## src/rtl/imem_loader.sv

```systemverilog
// imem_loader -- boot-time instruction memory writer.
//
// Receives a byte stream (2-byte little-endian word count N, then 4*N bytes
// of little-endian instruction words), writes each assembled word to
// consecutive word-aligned IMEM addresses and holds the CPU in reset until
// the whole image is in place.
//
// Ports
//   clk, rst          clock (rising edge), asynchronous active-high reset
//   in_valid/in_data  upstream byte stream
//   in_ready          loader accepts a byte this cycle (registered)
//   imem_we           one-cycle write strobe per completed word
//   imem_waddr        word-aligned byte address of the write
//   imem_wdata        assembled 32-bit instruction word
//   cpu_rst           CPU reset, released once the load completes
//   done              sticky: load completed
//   error             sticky: requested length exceeds IMEM_SIZE
//
// state   | meaning
// --------+-------------------------------------------------------------
// IDLE    | one cycle after reset before the stream is opened
// LEN_LO  | waiting for the low byte of the word count
// LEN_HI  | waiting for the high byte; length is classified here
// DATA    | collecting data bytes, one write per four bytes
// DONE    | image loaded, CPU released, stream closed
// ERR     | length too large, CPU kept in reset, stream closed

module imem_loader #(
  parameter int ADDRESS_WIDTH = 32,
  parameter int DATA_WIDTH    = 32,
  parameter int IMEM_SIZE     = 1024
) (
  input  logic                     clk,
  input  logic                     rst,
  input  logic                     in_valid,
  input  logic [7:0]               in_data,
  output logic                     in_ready,
  output logic                     imem_we,
  output logic [ADDRESS_WIDTH-1:0] imem_waddr,
  output logic [DATA_WIDTH-1:0]    imem_wdata,
  output logic                     cpu_rst,
  output logic                     done,
  output logic                     error
);

  typedef enum logic [2:0] {
    S_IDLE,
    S_LEN_LO,
    S_LEN_HI,
    S_DATA,
    S_DONE,
    S_ERR
  } state_t;

  localparam logic [16:0] LP_SIZE = 17'(IMEM_SIZE);

  state_t                   r_state, w_state_n;
  logic [15:0]              r_len, w_len_n;
  logic [15:0]              r_word_idx, w_word_idx_n;
  logic [1:0]               r_k, w_k_n;
  logic [23:0]              r_word, w_word_n;
  logic                     r_in_ready, w_in_ready_n;
  logic                     r_we, w_we_n;
  logic [ADDRESS_WIDTH-1:0] r_waddr, w_waddr_n;
  logic [DATA_WIDTH-1:0]    r_wdata, w_wdata_n;
  logic                     r_cpu_rst, w_cpu_rst_n;
  logic                     r_done, w_done_n;
  logic                     r_error, w_error_n;

  logic                     w_accept;
  logic [15:0]              w_len_full;

  assign w_accept   = in_valid & r_in_ready;
  assign w_len_full = {in_data, r_len[7:0]};

  always_ff @(posedge clk or posedge rst) begin
    if (rst) begin
      r_state    <= S_IDLE;
      r_len      <= '0;
      r_word_idx <= '0;
      r_k        <= '0;
      r_word     <= '0;
      r_in_ready <= 1'b0;
      r_we       <= 1'b0;
      r_waddr    <= '0;
      r_wdata    <= '0;
      r_cpu_rst  <= 1'b1;
      r_done     <= 1'b0;
      r_error    <= 1'b0;
    end else begin
      r_state    <= w_state_n;
      r_len      <= w_len_n;
      r_word_idx <= w_word_idx_n;
      r_k        <= w_k_n;
      r_word     <= w_word_n;
      r_in_ready <= w_in_ready_n;
      r_we       <= w_we_n;
      r_waddr    <= w_waddr_n;
      r_wdata    <= w_wdata_n;
      r_cpu_rst  <= w_cpu_rst_n;
      r_done     <= w_done_n;
      r_error    <= w_error_n;
    end
  end

  always_comb begin
    w_state_n    = r_state;
    w_len_n      = r_len;
    w_word_idx_n = r_word_idx;
    w_k_n        = r_k;
    w_word_n     = r_word;
    w_we_n       = 1'b0;
    w_waddr_n    = r_waddr;
    w_wdata_n    = r_wdata;

    case (r_state)
      S_IDLE: w_state_n = S_LEN_LO;

      S_LEN_LO: begin
        if (w_accept) begin
          w_len_n[7:0] = in_data;
          w_state_n    = S_LEN_HI;
        end
      end

      S_LEN_HI: begin
        if (w_accept) begin
          w_len_n[15:8] = in_data;
          if (w_len_full == 16'd0)
            w_state_n = S_DONE;
          else if ({1'b0, w_len_full} > LP_SIZE)
            w_state_n = S_ERR;
          else
            w_state_n = S_DATA;
        end
      end

      S_DATA: begin
        if (w_accept) begin
          w_k_n = r_k + 2'd1;
          case (r_k)
            2'd0: w_word_n[7:0]   = in_data;
            2'd1: w_word_n[15:8]  = in_data;
            2'd2: w_word_n[23:16] = in_data;
            default: begin
              w_we_n       = 1'b1;
              w_wdata_n    = DATA_WIDTH'({in_data, r_word});
              w_waddr_n    = ADDRESS_WIDTH'({r_word_idx, 2'b00});
              w_word_idx_n = r_word_idx + 16'd1;
              if (r_word_idx == r_len - 16'd1)
                w_state_n = S_DONE;
            end
          endcase
        end
      end

      S_DONE: w_state_n = S_DONE;
      S_ERR:  w_state_n = S_ERR;
      default: w_state_n = S_IDLE;
    endcase

    w_in_ready_n = (w_state_n == S_LEN_LO) || (w_state_n == S_LEN_HI) ||
                   (w_state_n == S_DATA);
    // A zero-length image completes on the length edge itself; otherwise
    // done follows one cycle after DONE is entered so the last write is
    // seen before the CPU leaves reset.
    w_done_n     = (r_state == S_DONE) ||
                   ((r_state == S_LEN_HI) && (w_state_n == S_DONE));
    w_error_n    = (w_state_n == S_ERR);
    w_cpu_rst_n  = ~w_done_n;
  end

  assign in_ready   = r_in_ready;
  assign imem_we    = r_we;
  assign imem_waddr = r_waddr;
  assign imem_wdata = r_wdata;
  assign cpu_rst    = r_cpu_rst;
  assign done       = r_done;
  assign error      = r_error;

endmodule

```

## config.mk

```make
export PLATFORM = sky130hd
export DESIGN_NAME = imem_loader
export DESIGN_NICKNAME = d
export VERILOG_FILES = /design/src/rtl/imem_loader.sv
export SDC_FILE = /design/constraint.sdc
export NUM_CORES = 1
export LEC_CHECK = 0
export ABC_AREA = 0
export CAP_MARGIN = 20
export CORE_ASPECT_RATIO = 1.4
export CORE_MARGIN = 8
export CORE_UTILIZATION = 49
export DETAILED_ROUTE_END_ITERATION = 10
export GPL_ROUTABILITY_DRIVEN = 0
export HOLD_SLACK_MARGIN = 0.06
export PLACE_DENSITY = 0.76
export SYNTH_ARGS = -nofsm -noshare
export SYNTH_HDL_FRONTEND = slang
export SYNTH_SLANG_ARGS = --single-unit
```

## constraint.sdc

```tcl
create_clock -name clk -period 3.3 [get_ports clk]
set_input_delay 0.33 -clock clk [delete_from_list [all_inputs] [get_ports clk]]
set_output_delay 0.33 -clock clk [all_outputs]
set_load 0.02 [all_outputs]
```

==> impl_metrics.csv <==
group,metric,value,unit
synthesis,async_flop_share,100.0,%
floorplanning,fp.dieW,103.3,um
finish,areaGrowthSynthToFinish,25.79,%
worst_setup_path,critPathKind,"flip-flop to flip-flop",
worst_setup_path,cp_common_cell,"nand2_1",
floorplanning,die_h,138.3,um
finish,final_layout_size_suffix_gt1_share,21.77,%
worst_hold_path,hold_path_class,"primary input to async pin",
routing,drt_first_iter_violations,115,
clocking,clockRootBuffer,"clkbuf_16",
placed_design,portBuffers,63,
clocking,max-clock-path-buffers,2,
worst_setup_path,rr_startpoint,"r_len[0]$_DFFE_PP0P_",
routing,dr.pass1.iters,4,
synthesis,ys_seq_area_share,54.53,%
pwr,totalPowerFinal,5933,uW
routing,dr_wl_met2,5.453,mm
job,maxCapViolCount,0,
timing,max_slew_margin,60.48,%
floorplanning,row_count,44,
timing,hold_viol,0,
worst_setup_path,max_stage_delay,0.44,ns
worst_setup_path,r2r_cells,9,
synthesis,yosys.area.top_type_share,54.03,%
synthesis,synth_area_leaders,"dfrtp_1 54%, mux2_2 12%, mux2_1 6.9%, xnor2_1 4.5%, buf_4 2.3%",
synthesis,syn-mean-instance-area,12.77,um^2
global_route,grt-ovfl-total,0,
timing,fin_tns_setup,0,ns
worst_setup_path,critPathRequiredTime,3.58,ns
finish,fin_nets,500,
synthesis,synthesis.area,0.005234,mm^2
floorplanning,io_pins,80,
worst_setup_path,endpoint_kind,"flip-flop",
floorplanning,coreArea,0.01041,mm^2
routing,wl_met3,803,um
routing,wl_met1,4.486,mm
timing,final-setup-viol-count,0,
timing,fin_crit,2.597,ns
synthesis,yosys-top-cells-count,"113 x dfrtp_1, 57 x mux2_2, 32 x mux2_1, 27 x xnor2_1, 19 x nand2_1",
finish,n_antenna_cell,0,
worst_setup_path,crit_fanout,8,
timing,worst_clock_skew,0.009907,ns
clocking,insertion_delay,0.41,ns
pwr,p_leak,0.002971,uW
worst_setup_path,cp-start-kind,"flip-flop",
routing,routed-via-count,3395,
timing,fmax,385.0,MHz
worst_setup_path,cp.arrival,2.87,ns
clocking,ctsResizeCount,0,
global_route,antenna_found_initial,0,
placed_design,dp_hpwl,7.702,mm
timing,timing.final.max_slew_violations,0,
routing,viasPerCell,5.355,
clocking,hold_buffers,0,
worst_setup_path,reg2reg_to,"r_state[1]$_DFF_PP0_",
synthesis,synthFlopType,"dfrtp_1",
pwr,ir_drop,617.9,uV
routing,postRouteAntennaNets,0,
finish,fin_area,0.006584,mm^2
synthesis,syn-instance-count,410,
finish,n_fill_cell,794,
timing,rsz0062_at_grt,"no",
worst_setup_path,reg2reg_slack,0.70,ns
global_route,grt_max_degree,65,
routing,top_layer,"met4",
clocking,cts_setup_buffers,0,
placed_design,place_area,0.005981,mm^2
clocking,cts_tree,"done",
status,status,"complete, no violations",
synthesis,synth_edf_count,0,
timing,whs,0.2583,ns
clocking,clock_sinks,114,
global_route,grt_pass1_vias,3539,
floorplanning,dieArea,0.01429,mm^2
synthesis,ys_types,59,
routing,finalWirelength,10.96,mm
pwr,power_per_cell_area,901.2,mW/mm^2
synthesis,yosys_register_bits,114,
synthesis,ys_warn_count,0,
synthesis,yosysTopAreaCell,"dfrtp_1",
floorplanning,initial_core_util,50.30,%
worst_setup_path,cp_slowest_cell,"nor3b_2",
global_route,grt.total_usage,16.33,%
worst_setup_path,crit_chain,"inv_1 > ha_1 > nor3b_2 > nand2_1 > o211ai_1 > nand2_1 > nor4_2 > and3_1 > a31oi_1",
global_route,grt_pass1_wl,18.09,mm
synthesis,synth_most_common_cell,"dfrtp_1",
clocking,htreeDepth,4,
timing,fin_crit_sh,78.71,%
clocking,clk_pin_slew_worst_paths,0.06,ns
timing,worstMarginPinSlew,0.5874,ns
clocking,numCtsBuffers,17,
routing,drc,0,
routing,wl_per_cell,17.29,um
[per-layer routing]
layer  track usage [%]  vias to the layer above
met2             26.25                      101
li1                  -                     1582
met1             18.45                     1693
met5                 0                        -
met3             6.834                       19
met4             6.503                        0
[report_power, final]
| part | total (uW) | internal (uW) | switching, uW |
|---|---|---|---|
| logic | 1810 | 945 | 869 |
| registers | 2290 | 1880 | 418 |
| clock network | 1820 | 1160 | 663 |
[through the flow]
step,worst slack [ns],std cells,util (%)
after floorplan,1.061,425,-
final,0.7027,634,63.28
after detailed placement,0.6690,602,57.48
after global routing,0.5375,634,63.28
after CTS,0.7046,634,63.28
after global placement,0.7823,602,57.48
[area by class of cell]
type	count	area, um^2	share of cell area [%]
Clock inverter	13	150.1	2.281
Multi-Input combinational cell	269	2202	33.45
Sequential cell	114	2854	43.35
Tap cell	138	172.7	2.623
Timing Repair Buffer	73	718.2	10.91
Clock buffer	19	452.9	6.880
Inverter	8	33.78	0.5131
[state kept, by name, indices dropped and copies added (netlist names)]
name,cells
imem_wdata,32
r_word,24
imem_waddr,16
r_len,16
r_word_idx,16
r_state,3
r_k,2
cpu_rst,1
done,1
error,1
imem_we,1
in_ready,1
[worst max-delay path by stage]
stage	from	endpoint	slack, ns	depth (start not counted)
6_report	r_len[0]$_DFFE_PP0P_	r_state[1]$_DFF_PP0_	0.70	9
5_1_grt	r_len[0]$_DFFE_PP0P_	in_ready$_DFF_PP0_	0.54	9
3_3_place_gp	in_valid	r_word_idx[15]$_DFFE_PP0P_	0.78	8
4_1_cts	r_len[0]$_DFFE_PP0P_	in_ready$_DFF_PP0_	0.70	9
3_5_place_dp	in_valid	r_word_idx[15]$_DFFE_PP0P_	0.67	8
2_1_floorplan	r_len[2]$_DFFE_PP0P_	in_ready$_DFF_PP0_	1.06	9
[cells by family (layout without fill, tap and decap cells)]
group                    Yosys count  count (layout)  share of synthesized area (%)
other                              1              16                        0.07165
flip-flops                       114             114                          54.53
AO/OA/AOI/OAI                     26              26                          3.681
XOR/XNOR                          35              35                          5.857
multiplexers                      91              91                          19.53
buffers and inverters             42             113                          4.495
adder cells (fa/ha/maj)            6               6                          1.434
AND/OR/NAND/NOR                   95              95                          10.40
[critical path, delay by kind of cell, from the launching register on]
| family | cells | cell delay, ns |
|---|---|---|
| simple gates | 5 | 1.40 |
| flops | 1 | 0.43 |
| compound gates | 2 | 0.31 |
| fa+ha+maj | 1 | 0.24 |
| buf+inv | 1 | 0.08 |
[cells in the final DEF, fill, tap and decap left out, types with 4 or more instances in the layout]
cell type,n
dfrtp_1,113
clkdlybuf4s50_1,63
mux2_2,57
mux2_1,32
xnor2_1,27
nand2_1,19
clkbuf_16,17
nand3_1,16
conb_1,16
nor2_1,12
buf_4,9
xor2_1,8
nor3_1,8
inv_1,6
ha_1,6
clkinv_4,5
nand4_1,4
or4_1,4
(Power assumes the default switching activity.)
